## config.mk

```make
export PLATFORM = sky130hd
export DESIGN_NAME = load_store_unit
export DESIGN_NICKNAME = d
export VERILOG_FILES = /design/src/rtl/load_store_unit.sv
export SDC_FILE = /design/constraint.sdc
export NUM_CORES = 1
export LEC_CHECK = 0
export CAP_MARGIN = 25
export CORE_ASPECT_RATIO = 0.9
export CORE_UTILIZATION = 31
export DETAILED_ROUTE_END_ITERATION = 16
export MAX_ROUTING_LAYER = met4
export SETUP_SLACK_MARGIN = 0.2
export SLEW_MARGIN = 20
export SYNTH_ARGS = -nofsm -noshare
export SYNTH_HDL_FRONTEND = slang
export SYNTH_SLANG_ARGS = --single-unit
```

## constraint.sdc

```tcl
create_clock -name clock -period 3.3 [get_ports clock]
set_input_delay 0.825 -clock clock [delete_from_list [all_inputs] [get_ports clock]]
set_output_delay 0.825 -clock clock [all_outputs]
set_load 0.1 [all_outputs]
```

## src/rtl/load_store_unit.sv

```systemverilog
// rtl/load_store_unit.sv - serialising big-endian load/store unit on a byte-wide memory port
module load_store_unit #(
  parameter int ADDR_WIDTH  = 32,
  parameter bit CHECK_ALIGN = 1'b1
) (
  input  logic                  clock,
  input  logic                  reset,
  input  logic                  Start,
  input  logic                  MemRead,
  input  logic                  MemWrite,
  input  logic [1:0]            Size,
  input  logic                  Unsigned,
  input  logic [ADDR_WIDTH-1:0] Address,
  input  logic [31:0]           WriteData,
  output logic [31:0]           ReadData,
  output logic                  Busy,
  output logic                  Done,
  output logic                  AccessErr,
  output logic [ADDR_WIDTH-1:0] ByteAddr,
  output logic                  ByteRead,
  output logic                  ByteWrite,
  output logic [7:0]            ByteWData,
  input  logic [7:0]            ByteRData
);

  typedef enum logic [1:0] {IDLE, XFER, DRAIN, DONE} state_t;

  state_t                state_q, state_d;
  logic [ADDR_WIDTH-1:0] addr_q;
  logic [1:0]            size_q;
  logic                  uns_q;
  logic [31:0]           wdata_q;
  logic                  load_q;
  logic [1:0]            beat_q;
  logic                  err_q;
  logic                  rd_pend_q;
  logic [31:0]           acc_q;
  logic [31:0]           rdata_q;

  logic                  accept;
  logic                  req_err;
  logic [1:0]            last_beat;
  logic [1:0]            byte_sel;
  logic [31:0]           acc_next;
  logic [31:0]           ext;

  assign accept  = Start && (state_q == IDLE) && (MemRead ^ MemWrite);
  assign req_err = (Size == 2'b11) ||
                   (CHECK_ALIGN && (((Size == 2'b01) && Address[0]) ||
                                    ((Size == 2'b10) && (Address[1:0] != 2'b00))));

  // Beat index of the final byte: 0, 1 or 3; the byte sent in beat k is counted down from it
  assign last_beat = (size_q == 2'b00) ? 2'd0 : (size_q == 2'b01) ? 2'd1 : 2'd3;
  assign byte_sel  = last_beat - beat_q;
  assign acc_next  = {acc_q[23:0], ByteRData};

  // Next state plus all Moore outputs; strobes only ever come out of XFER
  always_comb begin
    state_d   = state_q;
    Busy      = (state_q != IDLE);
    Done      = (state_q == DONE);
    AccessErr = (state_q == DONE) && err_q;
    ByteRead  = 1'b0;
    ByteWrite = 1'b0;
    ByteAddr  = '0;
    ByteWData = 8'h00;
    case (state_q)
      IDLE: begin
        if (accept) state_d = req_err ? DONE : XFER;
      end
      XFER: begin
        ByteRead  = load_q;
        ByteWrite = !load_q;
        ByteAddr  = addr_q + ADDR_WIDTH'(beat_q);
        if (!load_q) ByteWData = wdata_q[{byte_sel, 3'b000} +: 8];
        if (beat_q == last_beat) state_d = load_q ? DRAIN : DONE;
      end
      DRAIN:   state_d = DONE;
      DONE:    state_d = IDLE;
      default: state_d = IDLE;
    endcase
  end

  // Sign/zero extension of the assembled value, using the byte arriving in DRAIN
  always_comb begin
    ext = acc_next;
    case (size_q)
      2'b00:   ext = {{24{!uns_q && acc_next[7]}}, acc_next[7:0]};
      2'b01:   ext = {{16{!uns_q && acc_next[15]}}, acc_next[15:0]};
      default: ext = acc_next;
    endcase
  end

  // Request capture, beat counting and big-endian assembly of returned bytes
  always_ff @(posedge clock) begin
    if (reset) begin
      state_q   <= IDLE;
      addr_q    <= '0;
      size_q    <= 2'b00;
      uns_q     <= 1'b0;
      wdata_q   <= 32'h0;
      load_q    <= 1'b0;
      beat_q    <= 2'd0;
      err_q     <= 1'b0;
      rd_pend_q <= 1'b0;
      acc_q     <= 32'h0;
      rdata_q   <= 32'h0;
    end else begin
      state_q   <= state_d;
      rd_pend_q <= ByteRead;
      if (accept) begin
        addr_q  <= Address;
        size_q  <= Size;
        uns_q   <= Unsigned;
        wdata_q <= WriteData;
        load_q  <= MemRead;
        beat_q  <= 2'd0;
        err_q   <= req_err;
      end else if (state_q == XFER) begin
        beat_q <= beat_q + 2'd1;
      end
      if (rd_pend_q) acc_q <= acc_next;
      if (state_q == DRAIN) rdata_q <= ext;
    end
  end

  assign ReadData = rdata_q;

endmodule

```

==> summary.md, run 1 <==
| Metric | Value |
|---|---|
| Number of setup violations in the final report | 0 |
| TritonCTS clock tree | built |
| Overall track demand over capacity in global routing | 0.1818 |
| Congestion Overflow GR | 0 |
| Number of I/O pins | 157 |
| Cell occurring most often along the worst timing path | sky130_fd_sc_hd__nand4_1 |
| Maximum buffer depth of the clock tree | 2 |
| Arrival time reported for the critical path endpoint | 2.28 ns |
| Routed vias/inst | between 4 and 5 |
| Via count of the first global-routing pass | 5,097 |
| Commonest cells after routing, fill and taps aside | 151 x sky130_fd_sc_hd__nand2_1, 118 x sky130_fd_sc_hd__dfxtp_1, 94 x sky130_fd_sc_hd__a21oi_1 |
| Worst-Skew Late Latency | 0.42 ns |
| Total count of max-transition violations in the final report | 0 |
| Std cell rows | 47 |
| Worst Setup Path Type | reg2out |
| PnR worst setup slack | slightly below 0.2 ns |
| Placement-stage worst setup slack | between 0.3 and 0.4 ns |
| Horiz. Die Dim | ~150 um |
| Slowest stage cell, crit path | sky130_fd_sc_hd__fa_2 |
| Cell at the root of the clock tree | sky130_fd_sc_hd__clkbuf_16 |
| Startpoint Class | flop |
| Final Hold Violating Endpoints | 0 |
| Relative slew slack | 0.5049 |
| Count of mapped cells out of synthesis | 716 |
| Number of nets in the layout | 960 |
| Count of maximum capacitance violations | 0 |
| Synth unique cells | 37 |
| Maximum resistive drop on vdd | 0.5622 mV |
| Placed wire-length estimate after detailed placement | 11,700 um |
| Via Count | 5,414 |
| Growth of design area from synthesis to finish | 56.89% |
| Maximum number of pins on one net before global-route repair | 69 |
| Die boundary height | 132.0 um |
| Register Area | 2633 um2 |
| Max Clk Rate | 321.9 MHz |
| Clock Skews | between 0.01 and 0.015 ns |
| Syn avg cell area | 8.124 um2 |
| PwrDens | 772.7 nW/um2 |
| Multi-input logic area | 3374 um2 |
| Cell type contributing the most total cell area after synthesis | sky130_fd_sc_hd__dfxtp_1 |
| Number of cells in the design after placement | approximately 1,100 |
| Fill cell total of the finished layout | 1,755 |
| CTS H-tree lvls | 4 |
| CTS Hold Bufs | 0 |
| Leak pwr | 3.387 nW |
| Cell breakdown of the critical path | ha_4, fa_2, nand4_1, nor4_2, buf_4, nand4_1, mux2i_4, buf_12 |
| Placer congestion estimate | 0.8463 |
| Clock transition time at the flip-flop clock pins of the worst setup and hold paths | 0.06 ns |
| TritonCTS sink count | 130 |
| Number of synthesis warnings | 0 |
| Total clock buffers created by CTS | 17 |
| Setup TNS Final | 0 ns |
| Total wire length after detailed routing | roughly 17,000 um |
| Cell types occupying the most area after synthesis | sky130_fd_sc_hd__dfxtp_1 45%, sky130_fd_sc_hd__nand2_1 9.9%, sky130_fd_sc_hd__mux2i_1 9.1%, sky130_fd_sc_hd__a21oi_1 8.1%, sky130_fd_sc_hd__nor2_1 4.1% |
| Worst Hold Class | reg2reg |
| Net count after synthesis | 805 |
| Req. time, crit path | about 2.5 ns |
| RSZ-0062 raised after global routing | yes |
| First-iteration detailed-routing DRC count | 257 |
| Final standard cell utilization of the core | 0.4958 |
| Antenna violations before repair | 2 |
| Critical-path maximum fanout | 3 |
| Yosys top cell area share | 0.4474 |
| Starting utilization of the core area | 0.3160 |
| Actual slew at the worst max-slew pin | 0.7427 ns |
| DR DRC count | 0 |
| Number of buffers and inverters on the critical path | 2 |
| Detail Route Antenna Nets | 0 |
| Total non-filler cell area in the finished layout | between 9000 and 10,000 um2 |
| Part of the Yosys area used for sequential elements | 0.4474 |
| Final min period | 3.106 ns |
| Mean routed wirelength per cell | 14.99 um |
| Global-route wire length before repair | approximately 27,000 um |
| Final instance count without filler cells | approximately 1,100 |
| Count of TritonRoute iterations in the first routing pass | 4 |
| Port Buf Inserts | 156 |
| Hold slack final | 0.4519 ns |
| Most common cell after layout, fill and taps aside | sky130_fd_sc_hd__nand2_1 |
| Biggest cell delay along the critical path | 0.37 ns |
| Final Total Pwr | 7.052 mW |
| Type of element capturing the critical path | output pin |
| Proportion of layout cells with a drive suffix above 1 | 0.2251 |
| Run status | finished, final reports clean |
| Placed inst area | between 8000 and 9000 um2 |
| Die area | between 15,000 and 20,000 um2 |
| Tcrit/Tclk final | 0.9413 |
| Synthesized area | 5817 um2 |
| Post-synthesis register bit count | between 100 and 150 |
| Area of the core | approximately 18,000 um2 |
| Top cell family by delay on the critical path | adder cells |
metal layers:
| layer | share of wire | routed length (um) | GRT usage | vias up |
|---|---|---|---|---|
| li1 | - | - | - | 2715 |
| met1 | 0.49 | 8241 | 0.2405 | 2532 |
| met2 | 0.44 | 7500 | 0.2688 | 151 |
| met3 | 0.058 | 978 | 0.04740 | 16 |
| met4 | 0.014 | 232 | 0.05845 | 0 |
| met5 | 0 | 0 | - | - |
sequential cells by signal, summed over array words and instances (netlist names):
register / flops
ReadData: 32
addr_q: 32
wdata_q: 32
acc_q: 24
beat_q: 2
size_q: 2
state_q: 2
err_q: 1
load_q: 1
rd_pend_q: 1
uns_q: 1
cells in the mapped netlist (all sizes together):
cell,n
inv,6
nand2b,4
o21ai,6
and4,2
nor2b,4
nand4,16
o22ai,8
buf,7
and2,31
a21o,1
xor2,8
or2,1
ha,8
a221oi,1
nand2,153
xnor2,22
dfxtp,130
mux2i,53
o31ai,1
nor2,64
nor4,2
fa,1
a211oi,1
nor3,30
and3,4
or3,2
a21oi,94
clkbuf,41
nand3,12
a21boi,3
worst reg2reg max path, delay by kind of cell, from the launching register on:
| kind | cells | cell delay (ns) |
|---|---|---|
| buf+inv | 2 | 0.40 |
| fa+ha+maj | 1 | 0.34 |
| simple gates | 3 | 0.76 |
| compound gates | 1 | 0.12 |
| flops | 1 | 0.33 |
repair_timing:
action / 4_1_cts / 5_1_grt
buffers inserted: 8 / 5
gates cloned: 0 / 1
gates resized for setup: 23 / 35
hold endpoints to repair: 0 / 0
setup endpoints to repair: 31 / 25
pin swaps: 7 / 6
cells by family (layout without fill, tap and decap cells):
family	after synthesis	in the layout	synth area share
adders and majority gates	9	9	0.02065
muxes	53	53	0.09120
and+or+nand+nor	325	325	0.2517
DFF	130	130	0.4474
AOI/OAI and AO/OA	115	115	0.1054
other	0	2	0
buffers and inverters	54	222	0.03721
xor gates and xnor gates	30	30	0.04646
where the power goes:
part / switching [mW] / internal (mW) / total (mW)
sequential: 0.186 / 1.81 / 1.99
clock: 0.799 / 1.15 / 1.95
combinational: 2.13 / 0.979 / 3.11
total: 3.11 / 3.94 / 7.05
area by class of cell:
class,instances,share of cell area
diodes,2,0.0005484
clock buffers,17,0.04661
clock inverters,15,0.02002
inverters,6,0.002468
multi-input cells,532,0.3698
flip-flops and latches,130,0.2885
well taps,245,0.03359
repair buffers,184,0.2386
final timing paths:
kind	start	to	slack, ns	depth (start not counted)
setup / recovery	beat_q[0]	ByteAddr[28]	0.19	8
hold / removal	err_q	err_q	0.45	2
setup reg to reg	state_q[0]	addr_q[24]	1.28	7
hold reg to reg	err_q	err_q	0.45	2
Note: power is estimated with default switching activity, not from simulation.
==> run 2: changes to the inputs <==
--- a/config.mk
+++ b/config.mk
@@ -7,10 +7,11 @@
 export LEC_CHECK = 0
 export CAP_MARGIN = 25
 export CORE_ASPECT_RATIO = 0.9
-export CORE_UTILIZATION = 31
+export CORE_UTILIZATION = 49
 export DETAILED_ROUTE_END_ITERATION = 16
 export MAX_ROUTING_LAYER = met4
-export SETUP_SLACK_MARGIN = 0.2
+export PLACE_DENSITY = 0.81
+export SETUP_SLACK_MARGIN = 0.1
 export SLEW_MARGIN = 20
 export SYNTH_ARGS = -nofsm -noshare
 export SYNTH_HDL_FRONTEND = slang
==> summary.md, run 2 (same netlist as run 1, synthesis figures left out) <==
| Metric | Value |
|---|---|
| Hold slack final | 0.4565 ns (+0.004605 ns) |
| Type of element capturing the critical path | output pin |
| Startpoint Class | flop |
| TritonCTS sink count | 130 (unchanged) |
| Starting utilization of the core area | 0.5066 (+0.1906) |
| Placed wire-length estimate after detailed placement | 11,390 um (-2.7%) |
| CTS Hold Bufs | 0 (unchanged) |
| Worst Setup Path Type | reg2out |
| Total count of max-transition violations in the final report | 0 (unchanged) |
| Die boundary height | 105.4 um (-20%) |
| Internal power | 3.791 mW (-3.7%) |
| Critical-path maximum fanout | 4 (+1) |
| DR DRC count | 0 (unchanged) |
| Slowest stage cell, crit path | sky130_fd_sc_hd__dfxtp_2 |
| Port Buf Inserts | 156 (unchanged) |
| Number of I/O pins | 157 (unchanged) |
| Hold Crit Start | wdata_q[27] |
| Tcrit/Tclk final | 0.9591 (+0.01783) |
| R2r endpoint | state_q[0] |
| Commonest cells after routing, fill and taps aside | 151 x sky130_fd_sc_hd__nand2_1, 120 x sky130_fd_sc_hd__dfxtp_1, 94 x sky130_fd_sc_hd__a21oi_1 |
| Horiz. Die Dim | 116.9 um (-20%) |
| Run status | finished, final reports clean |
| Register-to-register setup slack | 1.18 ns (-0.10 ns) |
| Die area | 12,310 um2 (-36%) |
| Number of nets in the layout | 953 (-0.73%) |
| Cell breakdown of the critical path | fa_2, nand4_1, nor4_1, buf_4, nand4_1, mux2i_4, buf_12 |
| Antenna violations before repair | 0 (-2) |
| Number of cells on the worst hold path | 2 (unchanged) |
| Std cell rows | 37 (-21%) |
| Via count of the first global-routing pass | 5,462 (+7.2%) |
| First-iteration detailed-routing DRC count | 505 (+96%) |
| Via Count | 5,516 (+1.9%) |
| Setup TNS Final | 0 ns (unchanged) |
| Mean routed wirelength per cell | 15.75 um (+5.1%) |
| Max Clk Rate | 316.0 MHz (-1.9%) |
| PwrDens | 777.6 nW/um2 (+0.63%) |
| Routed vias/inst | 5.345 (+12%) |
| Critical R2R Launch | state_q[1] |
| Overall track demand over capacity in global routing | 0.2867 (+0.1049) |
| Power share of the combinational group | 0.436 (-0.005) |
| Switching power of the nets | 2.999 mW (-3.7%) |
| Clk network pwr share | 0.271 (-0.006) |
| Total clock buffers created by CTS | 17 (unchanged) |
| Cell at the root of the clock tree | sky130_fd_sc_hd__clkbuf_16 |
| RSZ-0062 raised after global routing | yes |
| Congestion Overflow GR | 0 (unchanged) |
| Area of the core | 11,480 um2 (-38%) |
| TritonCTS clock tree | built |
| Actual slew at the worst max-slew pin | 0.9080 ns (+0.1653 ns) |
| Placer congestion estimate | 0.8944 (+5.7%) |
| Hold Crit Endpoint | wdata_q[27] |
| Count of cells along the worst register-to-register path | 7 (unchanged) |
| Arrival time reported for the critical path endpoint | 2.34 ns (+0.06 ns) |
| Proportion of layout cells with a drive suffix above 1 | 0.1975 (-0.02762) |
| Final min period | 3.165 ns (+0.05884 ns) |
| Relative slew slack | 0.3947 (-0.1102) |
| Sequential power share | 0.293 (+0.011) |
| Growth of design area from synthesis to finish | 50.12% |
| Net switching fraction of the power | 0.4417 (about the same) |
| Maximum buffer depth of the clock tree | 2 (unchanged) |
| Clock transition time at the flip-flop clock pins of the worst setup and hold paths | 0.06 ns (about the same) |
| Total wire length after detailed routing | 16,260 um (-4.1%) |
| Leak pwr | 3.316 nW (-2.1%) |
| CTS H-tree lvls | 4 (unchanged) |
| Final Hold Violating Endpoints | 0 (unchanged) |
| Biggest cell delay along the critical path | 0.44 ns (+0.07 ns) |
| Count of maximum capacitance violations | 0 (unchanged) |
| Fill cell total of the finished layout | 812 (-54%) |
| Cell occurring most often along the worst timing path | sky130_fd_sc_hd__nand4_1 |
| Worst Hold Class | reg2reg |
| Count of TritonRoute iterations in the first routing pass | 5 (+1) |
| Detail Route Antenna Nets | 0 (unchanged) |
| Worst-Skew Late Latency | 0.41 ns (about the same) |
| Diodes inserted | 0 (-2) |
| Top cell family by delay on the critical path | simple AND/OR/NAND/NOR gates |
| Most common cell after layout, fill and taps aside | sky130_fd_sc_hd__nand2_1 |
| Number of setup violations in the final report | 0 (unchanged) |
| Number of buffers and inverters on the critical path | 2 (unchanged) |
| Req. time, crit path | 2.47 ns (about the same) |
| Clock Skews | 0.008356 ns (-0.003391 ns) |
| Global-route wire length before repair | 26,680 um (-0.46%) |
| Maximum number of pins on one net before global-route repair | 92 (+33%) |
| Maximum resistive drop on vdd | 0.9050 mV (+61%) |
==> run 2: cell count changes in the layout (fill, tap and decap cells not counted), sizes merged <==
cell,delta
buf,-6
clkbuf,-1
clkinv,+2
clkinvlp,+3
diode,-2
inv,-6
==> run 2: through the flow <==
step | total power [mW] | util | setup WS, ns | cells | area (um2)
after detailed placement | 4.896 | 0.6975 | 0.3488 | 994 | 8008
after CTS | 6.776 | 0.7548 | 0.04189 | 1027 | 8666
final | 6.790 | 0.7606 | 0.1350 | 1032 | 8732
after global routing | 7.080 | 0.7606 | 0.007557 | 1032 | 8732
after floorplan | 4.157 | - | 0.1109 | 716 | 5998
after global placement | 4.825 | 0.6975 | 0.3869 | 994 | 8008
==> run 2: how the worst max path moves through the flow <==
stage | from | to | slack (ns) | cells past startpoint
6_report | beat_q[1] | ByteAddr[28] | 0.14 | 7
3_3_place_gp | beat_q[0] | ByteAddr[30] | 0.39 | 7
3_5_place_dp | beat_q[1] | ByteAddr[31] | 0.35 | 7
5_1_grt | beat_q[1] | ByteAddr[28] | 0.008 | 7
4_1_cts | beat_q[1] | ByteAddr[31] | 0.04 | 7
2_1_floorplan | beat_q[1] | ByteAddr[31] | 0.11 | 6
==> run 2: cell type report <==
cell class              instances  area, um2  share of cell area
well taps                     156      195.2             0.02235
flip-flops and latches        130       2618              0.2998
repair buffers                177       2066              0.2366
clock buffers                  17      425.4             0.04872
multi-input cells             532       3252              0.3724
inverters                       6      22.52            0.002579
clock inverters                14      153.9             0.01762
==> run 2: layer usage <==
metal | vias to the layer above | part of all wire | global-route usage
met3 | 21 | 0.064 | 0.06383
li1 | 2703 | - | -
met4 | 0 | 0.011 | 0.08499
met2 | 201 | 0.49 | 0.4679
met1 | 2591 | 0.44 | 0.3533
met5 | - | 0 | -
==> run 2: worst min-delay path, cell delays in order (launching register included) <==
cell                      delay [ns]
sky130_fd_sc_hd__dfxtp_1        0.31
sky130_fd_sc_hd__nand2_1        0.05
sky130_fd_sc_hd__a21oi_1        0.05
==> run 2: power by group through the flow <==
stage	logic, mW	registers [mW]	clock network [mW]
final	2.96	1.99	1.84
after global routing	3.13	2.01	1.94
after CTS	2.93	1.98	1.86
after detailed placement	2.89	2.00	0
after global placement	2.83	1.99	0
after floorplan	1.36	2.80	0
==> run 2: timing repair <==
item / CTS / global route
setup buffers: 2 / 5
setup endpoints to repair: 19 / 14
pin swaps: 4 / 5
resized for setup: 19 / 7
